==> src/rtl/serial_tx_engine.sv <==
// serial_tx_engine: accepts a word over valid/ready and shifts it out LSB-first as start/data/parity/stop.
module serial_tx_engine #(
  parameter int DATA_W       = 8,
  parameter int CLKS_PER_BIT = 16,
  parameter int STOP_BITS    = 1,
  parameter bit PARITY_EN    = 1'b0,
  parameter bit PARITY_ODD   = 1'b0
) (
  input  logic              clk,
  input  logic              rst,
  input  logic              tx_valid,
  input  logic [DATA_W-1:0] tx_data,
  output logic              tx_ready,
  output logic              tx_out,
  output logic              busy,
  output logic              done
);
  localparam int CW = $clog2(CLKS_PER_BIT);
  localparam int BW = $clog2(DATA_W + 1);
  localparam logic [2:0] IDLE   = 3'd0;
  localparam logic [2:0] START  = 3'd1;
  localparam logic [2:0] DATA   = 3'd2;
  localparam logic [2:0] PARITY = 3'd3;
  localparam logic [2:0] STOP   = 3'd4;
  localparam logic [CW-1:0] BAUD_MAX  = CW'(CLKS_PER_BIT - 1);
  localparam logic [BW-1:0] DATA_LAST = BW'(DATA_W - 1);
  localparam logic [BW-1:0] STOP_LAST = BW'(STOP_BITS - 1);
  logic [2:0]        state;
  logic [CW-1:0]     baud;
  logic [BW-1:0]     bit_cnt;
  logic [DATA_W-1:0] shreg;
  logic              par;
  logic              tick;
  assign tx_ready = state == IDLE;
  assign busy     = !tx_ready;
  assign tick     = baud == BAUD_MAX;
  always_ff @(posedge clk or posedge rst)
    if (rst) begin
      state   <= IDLE;
      baud    <= '0;
      bit_cnt <= '0;
      shreg   <= '0;
      par     <= 1'b0;
      tx_out  <= 1'b1;
      done    <= 1'b0;
    end else begin
      done <= 1'b0;
      baud <= (tx_ready || tick) ? '0 : baud + 1'b1;
      case (state)
        IDLE:
          if (tx_valid) begin
            state  <= START;
            tx_out <= 1'b0;
            shreg  <= tx_data;
            par    <= ^tx_data ^ PARITY_ODD;
          end
        START:
          if (tick) begin
            state   <= DATA;
            tx_out  <= shreg[0];
            bit_cnt <= '0;
          end
        DATA:
          if (tick) begin
            if (bit_cnt == DATA_LAST) begin
              state   <= PARITY_EN ? PARITY : STOP;
              tx_out  <= PARITY_EN ? par : 1'b1;
              bit_cnt <= '0;
            end else begin
              // shift and present the next bit on the same boundary so tx_out tracks the new LSB
              shreg   <= shreg >> 1;
              tx_out  <= shreg[1];
              bit_cnt <= bit_cnt + 1'b1;
            end
          end
        PARITY:
          if (tick) begin
            state   <= STOP;
            tx_out  <= 1'b1;
            bit_cnt <= '0;
          end
        STOP:
          if (tick) begin
            if (bit_cnt == STOP_LAST) begin
              state <= IDLE;
              done  <= 1'b1;
            end else begin
              bit_cnt <= bit_cnt + 1'b1;
            end
          end
        default: begin
          state  <= IDLE;
          tx_out <= 1'b1;
        end
      endcase
    end
endmodule

==> config.mk <==
export PLATFORM = sky130hd
export DESIGN_NAME = serial_tx_engine
export DESIGN_NICKNAME = d
export VERILOG_FILES = /design/src/rtl/serial_tx_engine.sv
export SDC_FILE = /design/constraint.sdc
export NUM_CORES = 1
export LEC_CHECK = 0
export CAP_MARGIN = 10
export CORE_MARGIN = 4
export CORE_UTILIZATION = 57
export DETAILED_ROUTE_END_ITERATION = 8
export PLACE_DENSITY = 0.9
export SYNTH_ARGS = -nofsm -noshare
export SYNTH_HDL_FRONTEND = slang
export SYNTH_SLANG_ARGS = --single-unit
==> constraint.sdc <==
create_clock -name clk -period 4.1 [get_ports clk]
set_input_delay 0.82 -clock clk [delete_from_list [all_inputs] [get_ports clk]]
set_output_delay 0.82 -clock clk [all_outputs]
set_load 0.1 [all_outputs]
==> results of run 1 <==
==> placed cells by master (no fill, tap or decap), drive strengths merged, types with 2 or more instances in the layout <==
master,instances
nand2,5
nor2,7
nor4b,2
inv,6
ha,3
and3,4
nand3,4
dfrtp,20
clkbuf,3
clkdlybuf4s50,13
nor2b,2
o21ai,7
mux2,14
==> critical path, stage by stage (launching register included) <==
cell	delay (ns)
dfrtp_1	0.67
or3_4	0.24
clkdlybuf4s50_1	1.13
==> worst paths after layout <==
path                            cells past startpoint          to  startpoint  slack (ns)
worst max register to register                      5  bit_cnt[3]    state[1]        1.97
worst min register to register                      1     baud[0]     baud[0]        0.47
worst max-delay path                                2        busy    state[1]        0.93
max in group asynchronous                           2  bit_cnt[1]         rst        2.68
min in group asynchronous                           2    shreg[6]         rst        0.93
worst min-delay path                                1     baud[0]     baud[0]        0.47
==> sequential cells by signal, summed over array words and instances, names as in the netlist <==
signal,count
bit_cnt,4
tx_out,1
shreg,8
done,1
baud,4
state,3
==> cell usage after synthesis (2+ instances only) <==
master    number
o21ai_1        3
nor2b_1        2
ha_1           3
and3_1         4
inv_1          5
mux2_2        14
nor2_1         7
nand2_1        5
clkbuf_1       2
o21ai_0        3
nand3_1        4
dfrtp_1       20
==> final cells by class <==
type,count,area share
Multi-Input combinational cell,68,0.419
Sequential cell,21,0.409
Tap cell,25,0.0243
Inverter,6,0.0175
Clock buffer,3,0.0175
Clock inverter,1,0.00583
Timing Repair Buffer,14,0.107
==> per-stage QoR <==
| stage | power (uW) | instances | setup slack (ns) | hold WS, ns | utilization |
|---|---|---|---|---|---|
| after floorplan | 637 | 99 | 1.91 | 0.430 | - |
| after global placement | 696 | 134 | 1.31 | 0.453 | 0.705 |
| after detailed placement | 720 | 134 | 1.30 | 0.454 | 0.705 |
| after CTS | 827 | 138 | 0.933 | 0.471 | 0.722 |
| after global routing | 876 | 138 | 0.855 | 0.492 | 0.722 |
| final | 822 | 138 | 0.926 | 0.469 | 0.722 |
==> cell families after synthesis <==
logic type / synth area share
buf+inv: 0.0351
simple gates: 0.180
compound gates: 0.106
mux: 0.152
fa+ha+maj: 0.0340
flops: 0.477
xor+xnor: 0.0159
==> metal layers <==
metal,track usage,vias to the layer above,routed length [um]
met5,0,-,0
met1,0.220,384,890
li1,-,387,-
met4,0.105,0,62
met3,0.0372,7,98
met2,0.322,20,1100
==> report_power, final <==
group,switching (uW),internal [uW],total [uW]
clock,69.9,37.4,107
combinational,194,157,350
sequential,77.5,287,364
total,341,481,822
==> impl_metrics.env, run 1 <==
export IMPL_synth_top_area_frac=0.453
export IMPL_stdcell_area_um2=1290
export IMPL_cts_buffer_depth=2
export IMPL_avgSynthCellArea_um2=11.2
export IMPL_layout_drive_gt1_share=0.230
export IMPL_fin_setup_tns_ns=0
export IMPL_final_hold_viol_count=0
export IMPL_grt_max_degree=22
export IMPL_postSynthCellCount=99
export IMPL_cts_root_buf="clkbuf_4"
export IMPL_port_buffers=14
export IMPL_totalWireLength_mm=2.15
export IMPL_path_max_fanout=14
export IMPL_placed_area_um2=1260
export IMPL_num_vias=798
export IMPL_postCtsHoldBufs=0
export IMPL_fmax_mhz=315
export IMPL_period_share=0.774
export IMPL_grt_pass1_wl_mm=3.66
export IMPL_insertion_delay_ns=0.32
export IMPL_worstSetupPathType="reg -> out"
export IMPL_cp_arrival_ns=2.35
export IMPL_start_kind="register"
export IMPL_n_fill_cell=129
export IMPL_die_y_um=52.0
export IMPL_num_antenna_cells=0
export IMPL_numCtsBuffers=3
export IMPL_cts_setup_buffers=0
export IMPL_viasPerCell=5.78
export IMPL_synth_seq_cells=21
export IMPL_ant_nets=0
export IMPL_ys_flop_type="dfrtp_1"
export IMPL_yosysTopAreaCell="dfrtp_1"
export IMPL_drc=0
export IMPL_relSlewSlack=0.352
export IMPL_drv_slew=0
export IMPL_finalSetupViolCount=0
export IMPL_layout_nets=128
export IMPL_clock_sinks=21
export IMPL_critPathRequiredTime_ns=3.28
export IMPL_worst_slew_pin_slew_ns=0.969
export IMPL_start_util=0.620
export IMPL_cts_tree="done"
export IMPL_end_kind="output pin"
export IMPL_fin_crit_ns=3.17
export IMPL_die_x_um=52.0
export IMPL_hpwlAfterDp_mm=1.63
export IMPL_drt_first_pass_iters=4
export IMPL_p_leak_uw=0.000568
export IMPL_synth_cell_types=39
export IMPL_syn_num_nets=113
export IMPL_grtUsageTotal=0.189
export IMPL_antenna_found_initial=0
export IMPL_htree_levels=1
export IMPL_gp_congestion=0.726
export IMPL_drv_cap=0
export IMPL_area_growth_pct=16.5
export IMPL_synthTopCellsByArea="dfrtp_1 (45%), mux2_2 (14%), ha_1 (3.4%)"
export IMPL_async_flop_share=1.00
export IMPL_fin_skew_ns=0.00495
export IMPL_avgRoutedWirePerCell_um=15.6
export IMPL_die_area_um2=2710
export IMPL_grt_overflow=0
export IMPL_syn_area_um2=1100
export IMPL_grt_pass1_vias=829
export IMPL_seq_area_um2=527
export IMPL_first_iter_violations=18
export IMPL_rsz0062_at_grt="no"
export IMPL_cts_resized=0
export IMPL_status="completed"
export IMPL_pin_count=15
export IMPL_cts_clk_slew_worst_paths_ns=0.12
export IMPL_yosys_warnings=0
export IMPL_fp_coreArea_um2=1780
export IMPL_ir_drop_mv=0.367
export IMPL_seq_area_frac_synth=0.477
export IMPL_synth_edf_count=0
export IMPL_multiInputGateArea_um2=539
export IMPL_power_density_nw_per_um2=638
export IMPL_worst_hold_path_type="reg -> reg"
export IMPL_row_count=15
Note: power is estimated with default switching activity, not from simulation.
==> run 2: changes to the inputs <==
- CORE_UTILIZATION: 57 -> 48
- PLACE_DENSITY: 0.9 -> 0.82
- clock period: 4.1 -> 2.8 ns (I/O delays scaled with it)
==> impl_metrics.env, run 2 (synthesis gave the netlist of run 1 again) <==
export IMPL_dpl_cell_count=137
export IMPL_start_kind="register"
export IMPL_insertion_delay_ns=0.31
export IMPL_final_hold_viol_count=0
export IMPL_first_iter_violations=20
export IMPL_fin_crit_ns=2.23
export IMPL_mostFrequentLayoutCell="dfrtp_1"
export IMPL_drv_slew=0
export IMPL_cp_arrival_ns=1.67
export IMPL_avgRoutedWirePerCell_um=15.1
export IMPL_fp_coreArea_um2=2190
export IMPL_min_delay_path_depth=1
export IMPL_grtUsageTotal=0.147
export IMPL_postCtsHoldBufs=0
export IMPL_min_to="baud[0]"
export IMPL_power_density_nw_per_um2=929
export IMPL_gp_congestion=0.781
export IMPL_totalWireLength_mm=2.13
export IMPL_largest_register_ffs=8
export IMPL_layout_nets=128
export IMPL_grt_overflow=0
export IMPL_stdcell_area_um2=1290
export IMPL_grt_pass1_vias=829
export IMPL_antenna_found_initial=0
export IMPL_layout_drive_gt1_share=0.257
export IMPL_rsz0062_at_grt="no"
export IMPL_final_cell_mix="dfrtp_1 (20), mux2_2 (14), clkdlybuf4s50_1 (10), nor2_1 (7)"
export IMPL_end_kind="output pin"
export IMPL_finalSetupViolCount=0
export IMPL_worst_r2r_setup_slack_ns=0.66
export IMPL_grt_pass1_wl_mm=3.62
export IMPL_cts_root_buf="clkbuf_4"
export IMPL_drv_cap=0
export IMPL_num_vias=800
export IMPL_area_growth_pct=17.1
export IMPL_worstSetupPathType="reg -> out"
export IMPL_regMostFlops="shreg"
export IMPL_viasPerCell=5.67
export IMPL_ir_drop_mv=0.497
export IMPL_final_cells=141
export IMPL_worst_hold_path_type="reg -> reg"
export IMPL_r2r_start="state[1]"
export IMPL_critPathRequiredTime_ns=2.24
export IMPL_p_leak_uw=0.000578
export IMPL_pin_count=15
export IMPL_htree_levels=1
export IMPL_hpwlAfterDp_mm=1.60
export IMPL_port_buffers=14
export IMPL_fin_skew_ns=0.00472
export IMPL_status="completed"
export IMPL_cts_setup_buffers=0
export IMPL_start_util=0.504
export IMPL_r2r_cells=5
export IMPL_largestRegisters="shreg x8, baud x4, bit_cnt x4"
export IMPL_fin_setup_tns_ns=0
export IMPL_grt_max_degree=22
export IMPL_die_y_um=56.0
export IMPL_numCtsBuffers=3
export IMPL_worstHoldStart="baud[0]"
export IMPL_utilization=0.591
export IMPL_cts_buffer_depth=2
export IMPL_clock_sinks=21
export IMPL_die_area_um2=3130
export IMPL_ant_nets=0
export IMPL_num_antenna_cells=0
export IMPL_period_share=0.795
export IMPL_fmax_mhz=449
export IMPL_cts_tree="done"
export IMPL_path_max_fanout=14
export IMPL_cts_clk_slew_worst_paths_ns=0.11
export IMPL_r2r_end="bit_cnt[3]"
export IMPL_die_x_um=56.0
export IMPL_worst_slew_pin_slew_ns=0.787
export IMPL_drc=0
export IMPL_cts_resized=0
export IMPL_drt_first_pass_iters=4
export IMPL_row_count=17
export IMPL_relSlewSlack=0.475
export IMPL_placed_area_um2=1270
## run 2: power by group
part	switching [uW]	internal, uW
Clock	93.3	53.5
Combinational	282	238
Sequential	115	420
Total	490	712
## run 2: worst max-delay path by stage
| stage | cells after the start | start | endpoint |
|---|---|---|---|
| 5_1_grt | 3 | state[1] | tx_ready |
| 4_1_cts | 3 | state[1] | tx_ready |
| 3_3_place_gp | 4 | tx_valid | shreg[3] |
| 6_report | 3 | state[1] | tx_ready |
| 3_5_place_dp | 4 | tx_valid | shreg[3] |
| 2_1_floorplan | 6 | state[1] | bit_cnt[3] |
## run 2: critical path, stage by stage, from the launching register on
cell     delay, ns
dfrtp_1       0.58
or3_4         0.48
inv_2         0.11
buf_12        0.18
## run 2: layout make-up
class                           instances  area, um2
Tap cell                               28       35.0
Clock buffer                            3       22.5
Multi-Input combinational cell         68        539
Timing Repair Buffer                   14        143
Sequential cell                        21        527
Inverter                                6       22.5
Clock inverter                          1       5.00
Fill cell                             174        897
## run 2: layer usage
metal  global-route usage  wire [um]  up-vias
li1                     -          -      381
met1                0.173        919      400
met2                0.254       1090       14
met3               0.0186         64        5
met5                    0          0        -
met4               0.0814         53        0
## run 2: stage by stage
stage	hold WS, ns	total power [uW]	worst slack [ns]
floorplan	0.430	932	0.662
global placement	0.454	1040	0.737
finish	0.477	1200	0.573
detailed placement	0.462	1060	0.705
global route	0.506	1290	0.499
CTS	0.481	1210	0.569
==> run 3: changes to the inputs <==
- clock period: 2.8 -> 1.9 ns (I/O delays scaled with it)
==> impl_metrics.env, run 3 (synthesis gave the netlist of run 1 again) <==
export IMPL_whs_ns=0.335
export IMPL_hpwlAfterDp_mm=1.69
export IMPL_cp_arrival_ns=1.45
export IMPL_place_ws_ns=0.0269
export IMPL_postCtsHoldBufs=0
export IMPL_fin_crit_ns=1.83
export IMPL_drt_first_pass_iters=4
export IMPL_ir_drop_mv=0.762
export IMPL_ant_nets=0
export IMPL_pwr_share_clk=0.115
export IMPL_insertion_delay_ns=0.30
export IMPL_cts_buffer_depth=2
export IMPL_worstSetupPathType="reg -> out"
export IMPL_max_stage_delay_ns=0.47
export IMPL_finalSetupViolCount=0
export IMPL_status="completed"
export IMPL_r2r_cells=5
export IMPL_die_y_um=56.0
export IMPL_period_share=0.963
export IMPL_die_x_um=56.0
export IMPL_largest_register_ffs=8
export IMPL_avgRoutedWirePerCell_um=14.7
export IMPL_start_util=0.504
export IMPL_grt_pass1_wl_mm=3.81
export IMPL_fin_skew_ns=0.00313
export IMPL_area_growth_pct=25.1
export IMPL_path_cells="or3_4, inv_12, buf_12"
export IMPL_layout_nets=134
export IMPL_fmax_mhz=547
export IMPL_power_switching_uw=750
export IMPL_viasPerCell=5.48
export IMPL_final_cell_mix="dfrtp_1 (20), mux2_2 (14), clkdlybuf4s50_1 (10), nor2_1 (7), buf_4 (7)"
export IMPL_drv_cap=0
export IMPL_drc=0
export IMPL_path_max_fanout=4
export IMPL_gp_congestion=0.811
export IMPL_end_kind="output pin"
export IMPL_layout_drive_gt1_share=0.311
export IMPL_worst_slew_pin_slew_ns=0.435
export IMPL_p_int_uw=1140
export IMPL_mostFrequentLayoutCell="dfrtp_1"
export IMPL_totalWireLength_mm=2.15
export IMPL_worst_hold_path_type="in -> async"
export IMPL_row_count=17
export IMPL_critPathRequiredTime_ns=1.52
export IMPL_fp_coreArea_um2=2190
export IMPL_num_antenna_cells=0
export IMPL_start_kind="register"
export IMPL_rsz0062_at_grt="no"
export IMPL_pin_count=15
export IMPL_p_sw_frac=0.398
export IMPL_comb_power_share=0.493
export IMPL_grt_overflow=0
export IMPL_cts_setup_buffers=0
export IMPL_power_density_nw_per_um2=1360
export IMPL_port_buffers=14
export IMPL_relSlewSlack=0.710
export IMPL_numCtsBuffers=3
export IMPL_cts_clk_slew_worst_paths_ns=0.12
export IMPL_cts_tree="done"
export IMPL_cts_root_buf="clkbuf_4"
export IMPL_grtUsageTotal=0.150
export IMPL_drv_slew=0
export IMPL_p_leak_uw=0.000615
export IMPL_finalWorstSetupSlack_ns=0.0703
export IMPL_slowest_stage="or3_4"
export IMPL_grt_pass1_vias=794
export IMPL_num_vias=806
export IMPL_clock_sinks=21
export IMPL_die_area_um2=3130
export IMPL_regMostFlops="shreg"
export IMPL_grt_max_degree=13
export IMPL_final_hold_viol_count=0
export IMPL_seqPwrFrac=0.391
export IMPL_antenna_found_initial=0
export IMPL_largestRegisters="shreg x8, baud x4, bit_cnt x4"
export IMPL_htree_levels=1
export IMPL_first_iter_violations=7
run 3: area by class of cell:
cell class	instances	area (um2)
multi-input combinational	68	547
fill	186	808
inverter	6	35.0
timing repair buffer	20	213
sequential	21	527
clock buffer	4	26.3
tap	28	35.0
run 3: final timing paths:
check	start	end	slack, ns
max	state[0]	tx_ready	0.07
min reg2reg	baud[0]	baud[0]	0.47
min	rst	state[1]	0.33
max reg2reg	baud[0]	bit_cnt[3]	0.09
max in group asynchronous	rst	bit_cnt[2]	1.06
min in group clk	baud[0]	baud[0]	0.47
run 3: routing by layer:
| layer | part of all wire | global-route usage | vias to the layer above |
|---|---|---|---|
| met5 | 0 | 0 | - |
| met3 | 0.024 | 0.0255 | 2 |
| met1 | 0.49 | 0.216 | 400 |
| li1 | - | - | 396 |
| met4 | 0.0060 | 0.0407 | 0 |
| met2 | 0.48 | 0.232 | 8 |
run 3: through the flow:
stage	power (uW)	cells	area (um2)	TNS, ns	util
after floorplan	1400	99	1130	-0.0407	-
after global placement	1630	143	1350	0	0.617
after detailed placement	1680	143	1350	0	0.617
after CTS	1890	147	1380	0	0.629
after global routing	2020	147	1380	0	0.631
final	1890	147	1380	0	0.631
run 3: critical path: cells and delay by family (launching register included):
kind                   cells  cell delay [ns]
AND/OR/NAND/NOR            1             0.47
flip-flops                 1             0.42
buffers and inverters      2             0.25
run 3: power by group through the flow:
stage	registers [uW]	logic, uW	clock network (uW)
3_3_place_gp	733	901	0
2_1_floorplan	781	620	0
5_1_grt	763	1010	249
4_1_cts	736	936	222
3_5_place_dp	746	931	0
6_report	738	931	217
run 3: what timing repair did:
item                                   in CTS  in global routing
setup endpoints to repair                   0                  9
endpoints found under the hold margin       0                  0
resized for setup                           0                  2
